### src/rtl/apb4_mdd_router.sv
// apb4_mdd_router: routes one upstream APB4 port to one of NUM_SLV downstream
// slaves. The select is latched at setup so it is stable for the whole transfer.
// An unmapped select gets a decode error. A stalled slave is aborted with an
// error after TIMEOUT wait cycles.
module apb4_mdd_router #(
  parameter int NUM_SLV = 4,
  parameter int SEL_W   = 5,
  parameter int AW      = 32,
  parameter int DW      = 32,
  parameter int TIMEOUT = 255
) (
  input  logic                      clk_i,
  input  logic                      rst_n_i,
  input  logic [SEL_W-1:0]          sel_i,
  input  logic [AW-1:0]             slv_apb_paddr_i,
  input  logic [2:0]                slv_apb_pprot_i,
  input  logic                      slv_apb_psel_i,
  input  logic                      slv_apb_penable_i,
  input  logic                      slv_apb_pwrite_i,
  input  logic [DW-1:0]             slv_apb_pwdata_i,
  input  logic [DW/8-1:0]           slv_apb_pstrb_i,
  output logic                      slv_apb_pready_o,
  output logic [DW-1:0]             slv_apb_prdata_o,
  output logic                      slv_apb_pslverr_o,
  output logic [NUM_SLV*AW-1:0]     mst_apb_paddr_o,
  output logic [NUM_SLV*3-1:0]      mst_apb_pprot_o,
  output logic [NUM_SLV-1:0]        mst_apb_psel_o,
  output logic [NUM_SLV-1:0]        mst_apb_penable_o,
  output logic [NUM_SLV-1:0]        mst_apb_pwrite_o,
  output logic [NUM_SLV*DW-1:0]     mst_apb_pwdata_o,
  output logic [NUM_SLV*DW/8-1:0]   mst_apb_pstrb_o,
  input  logic [NUM_SLV-1:0]        mst_apb_pready_i,
  input  logic [NUM_SLV*DW-1:0]     mst_apb_prdata_i,
  input  logic [NUM_SLV-1:0]        mst_apb_pslverr_i,
  output logic [SEL_W-1:0]          cur_sel_o,
  output logic                      tmo_o
);

  localparam int SW    = DW / 8;
  localparam bit TMO_EN = (TIMEOUT > 0);
  // A zero TIMEOUT still needs a one-bit counter; it is simply held at 0.
  localparam int CNT_W = (TIMEOUT > 0) ? $clog2(TIMEOUT + 1) : 1;
  localparam logic [CNT_W-1:0] TMO_MAX   = CNT_W'(TIMEOUT);
  localparam logic [SEL_W:0]   NUM_SLV_W = (SEL_W + 1)'(NUM_SLV);

  typedef enum logic {IDLE, ACCESS} state_t;

  state_t            state_q;
  logic [SEL_W-1:0]  sel_q;
  logic [CNT_W-1:0]  wait_cnt_q;

  logic [SEL_W-1:0]  route_sel;
  logic              sel_mapped;
  logic              route_en;
  logic              tmo_hit;
  logic              sel_pready;
  logic              sel_pslverr;
  logic [DW-1:0]     sel_prdata;

  // Setup cycle routes on the live select (zero latency); access uses the latched one.
  assign route_sel  = (state_q == ACCESS) ? sel_q : sel_i;
  assign sel_mapped = ({1'b0, route_sel} < NUM_SLV_W);
  // Reset gating keeps every output at 0 while rst_n_i is low, even if psel_i is high.
  assign route_en   = rst_n_i & slv_apb_psel_i & sel_mapped;
  assign tmo_hit    = TMO_EN && (wait_cnt_q == TMO_MAX);
  assign cur_sel_o  = sel_q;

  // Only the addressed slice carries the upstream request; all others stay 0.
  for (genvar gi = 0; gi < NUM_SLV; gi++) begin : g_slice
    logic slice_hit;
    assign slice_hit = route_en && (route_sel == SEL_W'(gi));
    assign mst_apb_paddr_o[gi*AW +: AW]   = slice_hit ? slv_apb_paddr_i  : '0;
    assign mst_apb_pprot_o[gi*3 +: 3]     = slice_hit ? slv_apb_pprot_i  : '0;
    assign mst_apb_psel_o[gi]             = slice_hit;
    assign mst_apb_penable_o[gi]          = slice_hit & slv_apb_penable_i;
    assign mst_apb_pwrite_o[gi]           = slice_hit & slv_apb_pwrite_i;
    assign mst_apb_pwdata_o[gi*DW +: DW]  = slice_hit ? slv_apb_pwdata_i : '0;
    assign mst_apb_pstrb_o[gi*SW +: SW]   = slice_hit ? slv_apb_pstrb_i  : '0;
  end

  // Pick the response of the currently routed slave.
  always_comb begin
    sel_pready  = 1'b0;
    sel_pslverr = 1'b0;
    sel_prdata  = '0;
    for (int i = 0; i < NUM_SLV; i++) begin
      if (route_sel == SEL_W'(i)) begin
        sel_pready  = mst_apb_pready_i[i];
        sel_pslverr = mst_apb_pslverr_i[i];
        sel_prdata  = mst_apb_prdata_i[i*DW +: DW];
      end
    end
  end

  // Upstream response: decode error, slave response (wins over timeout), or forced abort.
  always_comb begin
    slv_apb_pready_o  = 1'b0;
    slv_apb_pslverr_o = 1'b0;
    slv_apb_prdata_o  = '0;
    tmo_o             = 1'b0;
    if (rst_n_i && slv_apb_psel_i) begin
      if (state_q == ACCESS) begin
        if (!sel_mapped) begin
          slv_apb_pready_o  = 1'b1;
          slv_apb_pslverr_o = 1'b1;
        end else if (sel_pready) begin
          slv_apb_pready_o  = 1'b1;
          slv_apb_pslverr_o = sel_pslverr;
          slv_apb_prdata_o  = sel_prdata;
        end else if (tmo_hit) begin
          slv_apb_pready_o  = 1'b1;
          slv_apb_pslverr_o = 1'b1;
          tmo_o             = 1'b1;
        end else begin
          slv_apb_prdata_o  = sel_prdata;
        end
      end else if (sel_mapped) begin
        slv_apb_pready_o  = sel_pready;
        slv_apb_pslverr_o = sel_pslverr;
        slv_apb_prdata_o  = sel_prdata;
      end
    end
  end

  // Transfer FSM: latch select at setup, count access wait cycles, leave on completion or psel drop.
  always_ff @(posedge clk_i or negedge rst_n_i) begin
    if (!rst_n_i) begin
      state_q    <= IDLE;
      sel_q      <= '0;
      wait_cnt_q <= '0;
    end else begin
      case (state_q)
        IDLE: begin
          wait_cnt_q <= '0;
          if (slv_apb_psel_i) begin
            sel_q   <= sel_i;
            state_q <= ACCESS;
          end
        end
        ACCESS: begin
          if (!slv_apb_psel_i || slv_apb_pready_o) begin
            state_q    <= IDLE;
            wait_cnt_q <= '0;
          end else if (TMO_EN && (wait_cnt_q != TMO_MAX)) begin
            wait_cnt_q <= wait_cnt_q + CNT_W'(1);
          end
        end
        default: begin
          state_q    <= IDLE;
          wait_cnt_q <= '0;
        end
      endcase
    end
  end

endmodule
### config.mk
export PLATFORM = sky130hd
export DESIGN_NAME = apb4_mdd_router
export DESIGN_NICKNAME = d
export VERILOG_FILES = /design/src/rtl/apb4_mdd_router.sv
export SDC_FILE = /design/constraint.sdc
export NUM_CORES = 1
export LEC_CHECK = 0
export CORE_AREA = 2 2 216 218
export DETAILED_ROUTE_END_ITERATION = 16
export DIE_AREA = 0 0 218 220
export HOLD_SLACK_MARGIN = 0.08
export PLACE_DENSITY_LB_ADDON = 0.1
export SLEW_MARGIN = 25
export SYNTH_ARGS = -nofsm -noshare
export SYNTH_HDL_FRONTEND = slang
export SYNTH_SLANG_ARGS = --single-unit
### constraint.sdc
create_clock -name clk_i -period 2.5 [get_ports clk_i]
set_clock_uncertainty 0.1 [all_clocks]
set_input_delay 0.5 -clock clk_i [delete_from_list [all_inputs] [get_ports clk_i]]
set_output_delay 0.5 -clock clk_i [all_outputs]
set_load 0.005 [all_outputs]
[Word-level counts from Yosys, hierarchy flattened]
Index checks and enable logic that the tools add are counted.
Word-level totals
  register bits after elaboration: 14
  bits of input ports: 217
  output and inout port bits: 336
  word-level logic and storage cells: 87
Cells by class
  add/subtract/negate cells: 1
  $lt $le $gt $ge: 1
  equality and inequality tests: 6
  muxes and demuxes: 56
  bitwise gates (word level): 11
  reduce and logical (&&, ||, !) cells: 9
Operator list (number)
  32-bit 2-to-1 mux: 18
  1-bit 2-to-1 mux: 25
  4-bit 2-to-1 mux: 4
  8-bit 2-to-1 mux: 2
  8-bit one-hot mux with 2 select lines: 1
  3-bit 2-to-1 mux: 4
  1-bit bitwise AND: 10
  5-bit by 2-bit equality test with 1-bit output (second input constant): 2
  8-bit by 1-bit adder with 8-bit output (second input constant): 1
  8-bit equality test (second input constant): 1
  8-bit != test (second input constant): 1
  5-bit by 1-bit equality test with 1-bit output (second input constant): 1
  1-bit logical AND: 5
  5-bit zero test: 1
  5-bit by 3-bit < comparator with 1-bit output (second input constant): 1
  5-bit 2-to-1 mux: 1
  3-bit by 1-bit != test with 1-bit output (second input constant): 1
  1-bit one-hot mux with 2 select lines: 1
  2-bit AND reduction: 1
  1-bit zero test: 1
  1-bit logical OR: 1
  1-bit inverter: 1

[Logic depth before layout (Yosys ltp)]
  word-level depth: 13
  mapped depth: 7
  mapped depth without buffers: 6

[Worst setup path before layout]
Ideal clock, no wire load.
  kind: in2out
  start point: input port sel_i[4]
  end point: output port slv_apb_pslverr_o
  arrival: 1.882 ns
  slack: 0.018 ns
  cell stages on the path: 5
  cells stage by stage: nor4_4 > nor2_1 > a311o_1 > and2_4 > a2111oi_1
On the way
  longest elaborated chain between the ends: 10
  elaborated cells on any way between the ends: 19
  classes of those cells: order compare: 1; eq/ne: 3; mux: 14; reduce/logical: 1
Ends and longest elaborated chain
  from (decl): line 14  | input logic [SEL_W-1:0] sel_i,
  5-bit 2-to-1 mux *: line 61  | assign route_sel = (state_q == ACCESS) ? sel_q : sel_i;
  5-bit zero test: line 87  | if (route_sel == SEL_W'(i)) begin
  1-bit 2-to-1 mux (4 in a row): line 87
  1-bit 2-to-1 mux: line 106  | end else if (sel_pready) begin
  1-bit 2-to-1 mux: line 103  | if (!sel_mapped) begin
  1-bit 2-to-1 mux *: line 102  | if (state_q == ACCESS) begin
  1-bit 2-to-1 mux *: line 101  | if (rst_n_i && slv_apb_psel_i) begin
  to (decl): line 24  | output logic slv_apb_pslverr_o,
Mark *: on every way between the ends. The rest lies on a longest branch, timed or not.

[Final worst setup path]
  start point: register state_q
  end point: output port mst_apb_pprot_o[0]
On the way
  longest elaborated chain between the ends: 5
  elaborated cells on any way between the ends: 6
  classes of those cells: order compare: 1; mux: 2; bitwise: 1; reduce/logical: 2
Ends and longest elaborated chain
  from (decl): line 48  | state_t state_q;
  from (signal assigned): line 128  | state_q <= IDLE;
  from (signal assigned): line 137  | state_q <= ACCESS;
  from (signal assigned): line 142  | state_q <= IDLE;
  5-bit 2-to-1 mux *: line 61
  5-bit by 3-bit < comparator with 1-bit output: line 62  | assign sel_mapped = ({1'b0, route_sel} < NUM_SLV_W);
  1-bit bitwise AND: line 64  | assign route_en = rst_n_i & slv_apb_psel_i & sel_mapped;
  1-bit logical AND *: line 71  | assign slice_hit = route_en && (route_sel == SEL_W'(gi));
  3-bit 2-to-1 mux *: line 73  | assign mst_apb_pprot_o[gi*3 +: 3] = slice_hit ? slv_apb_pprot_i : '0;
  to (decl): line 26  | output logic [NUM_SLV*3-1:0] mst_apb_pprot_o,
Marked as above.

==> flow_summary.toml <==
[sta]
maxSlewHeadroom_pct = 71.1
fin_crit_ns = 3.14
setup_tns_ns = -143.98
fin_ws_ns = -0.638
drv_slew = 0
worst_slew_pin_slew_ns = 0.433
setup_viol = 331
final_hold_viol_count = 0
fin_crit_sh_pct = 126
grt_setup_unrepaired = "true"
max_freq_mhz = 319
hold_slack_ns = 0.291

[worst_setup_path]
crit_path_max_fanout = 8
endpoint_kind = "output pin"
max_stage_delay_ns = 0.48
crit_top_cell = "buf_12"
worstPathRequired_ns = 1.90
cp_cell_sequence = "buf_8, mux2_4, buf_4, nor3_4, buf_12, buf_16, buf_12, buf_12, buf_8, buf_12, buf_6, and2_4, buf_6"
cp_slowest_cell = "dfrtp_2"
worstPathArrival_ns = 2.54
startpoint_type = "flop"
worstSetupPathType = "reg -> out"

[finish]
final_cell_area_mm2 = 0.0145
final_nets = 1604
syn_to_final_growth_pct = 258
final_core_util_pct = 31.5
diodes = 0
final_cells = 1992
drive_gt1_share_pct = 65.2

[global_routing]
antenna_found_initial = 0
grt_pass1_vias = 7439
grt_first_pass_wirelength_mm = 54.6
overflow = 0
track_usage_pct = 15.6
grt_start_max_net_pins = 32

[floorplan]
initial_core_util_pct = 8.81
pin_count = 553
die_y_um = 220
core-area_mm2 = 0.0459
placementRows = 79
fp.dieW_um = 218
die-area_mm2 = 0.0480

[run_status]
failed_checks = "setup timing"
status = "finished with violations"

[routing]
wl_mm = 41.3
vias = 7367
antenna_left = 0
avgRoutedWirePerCell_um = 20.8
drc_errors = 0
routed_via_density = 3.70
drtIter0Drc = 238
first_pass_iters = 4

[synthesis]
ys_ff_latch = 14
synth_top_area_share_pct = 50.0
synth_common_cells = "323 x and2_1, 68 x nand2_1, 32 x a21oi_1, 30 x a221o_1, 29 x clkbuf_1"
synthDistinctLibCells = 52
ys_top_cells_by_area = "and2_1 50%, dfrtp_1 8.7%, a221o_1 7.4%"
yosysTopAreaCell = "and2_1"
avgSynthCellArea_um2 = 6.55
yosysMostFrequentCell = "and2_1"
synth_edf_count = 0
synthCells = 617
syn_area_mm2 = 0.00404
yosysSeqAreaShare_pct = 8.67
async_reset_ff_share_pct = 100
synth_ff_type = "dfrtp_1"
synth_nets = 835
ys_warn_count = 0

[placed_design]
place.detailed.hpwl_mm = 29.5
post-place-ws_ns = -1.20
placed_cell_area_mm2 = 0.0111
place_congestion = 0.803
port_buffers = 552
dp.cells = 1820

[clock_network]
cts.sinks = 14
insertion_delay_ns = 0.24
cts_made_buffers = 3
cts_tree = "done"
clk_path_buf_depth = 2
clk_pin_slew_worst_paths_ns = 0.05
htreeDepth = 1
root_buffer = "clkbuf_16"

[power_and_ir_drop]
ir_drop_mv = 0.172
total_leakage_power_nw = 6.79
power_per_cell_area_mw_per_mm2 = 133
power_mw = 1.92

[worst_hold_path]
hold_path_class = "in -> async"

[job]
cap_violations = 0
cells in the final DEF (no fill, tap or decap), drive strengths merged, types with 2 or more instances in the layout:
cell           count
clkdlybuf4s15      2
a221o             30
o22ai              2
mux2i              3
inv                3
a21oi             32
nor2b              8
nand4              2
nor2              12
xor2               3
dlygate4sd2        4
clkbuf            28
nand2b             2
nand3              2
buf              572
dfrtp             14
and2             324
clkdlybuf4s50    214
dlymetal6s2s       4
a2111oi            4
o21ai             11
nor3              11
mux2               7
a31oi              2
nand2             68
registers in the layout, indices dropped and copies added (netlist names):
register    cells
wait_cnt_q      8
state_q         1
cur_sel_o       5
critical path: cells and delay by family (launching register included):
family | cells | cell delay [ns]
muxes | 1 | 0.32
DFF | 1 | 0.48
and+or+nand+nor | 2 | 0.33
buffers and inverters | 10 | 1.15
cells by family after synthesis:
family	Yosys count	share of synthesized area [%]
AO/OA/AOI/OAI	92	17.1
multiplexers	10	2.70
buffers and inverters	59	6.66
XOR/XNOR	4	0.868
adder cells (fa/ha/maj)	1	0.310
AND/OR/NAND/NOR	437	63.7
flip-flops	14	8.67
report_power, final:
group / internal [mW] / switching, mW / total, mW
Clock: 0.243 / 0.0966 / 0.339
Combinational: 0.803 / 0.515 / 1.32
Sequential: 0.243 / 0.0227 / 0.266
Total: 1.29 / 0.635 / 1.92
path summary, 6_finish.rpt:
| kind | slack [ns] | from | to | depth (start not counted) |
|---|---|---|---|---|
| setup / recovery | -0.64 | state_q | mst_apb_pprot_o[0] | 13 |
| hold / removal | 0.29 | rst_n_i | wait_cnt_q[1] | 2 |
| setup reg to reg | 0.20 | state_q | wait_cnt_q[6] | 9 |
| hold reg to reg | 0.46 | wait_cnt_q[6] | wait_cnt_q[6] | 2 |
| max in group asynchronous | 1.80 | rst_n_i | state_q | 2 |
| min in group clk_i | 0.46 | wait_cnt_q[6] | wait_cnt_q[6] | 2 |
area by class of cell:
| cell class | count | area, µm² |
|---|---|---|
| tap | 607 | 759 |
| timing repair buffer | 820 | 8990 |
| sequential | 14 | 352 |
| inverter | 3 | 11.3 |
| fill | 4918 | 31400 |
| multi-input combinational | 544 | 4250 |
| clock buffer | 4 | 88.8 |
metal layers:
metal  GRT usage [%]  up-vias  wire length [µm]
met5               0        -                 0
met4            2.09        0               481
met3            2.14       26              1870
met2            29.6      224             22400
met1            19.0     3546             16600
li1                -     3571                 -
what timing repair did:
item                       4_1_cts  5_1_grt
setup buffers                   90       88
hold buffers                     0        0
pin swaps                       30       28
cloned                          19        9
resized for setup             1011      996
setup endpoints to repair      333      333
hold endpoints to repair         0        0
Power figures use the tool's default switching activity.
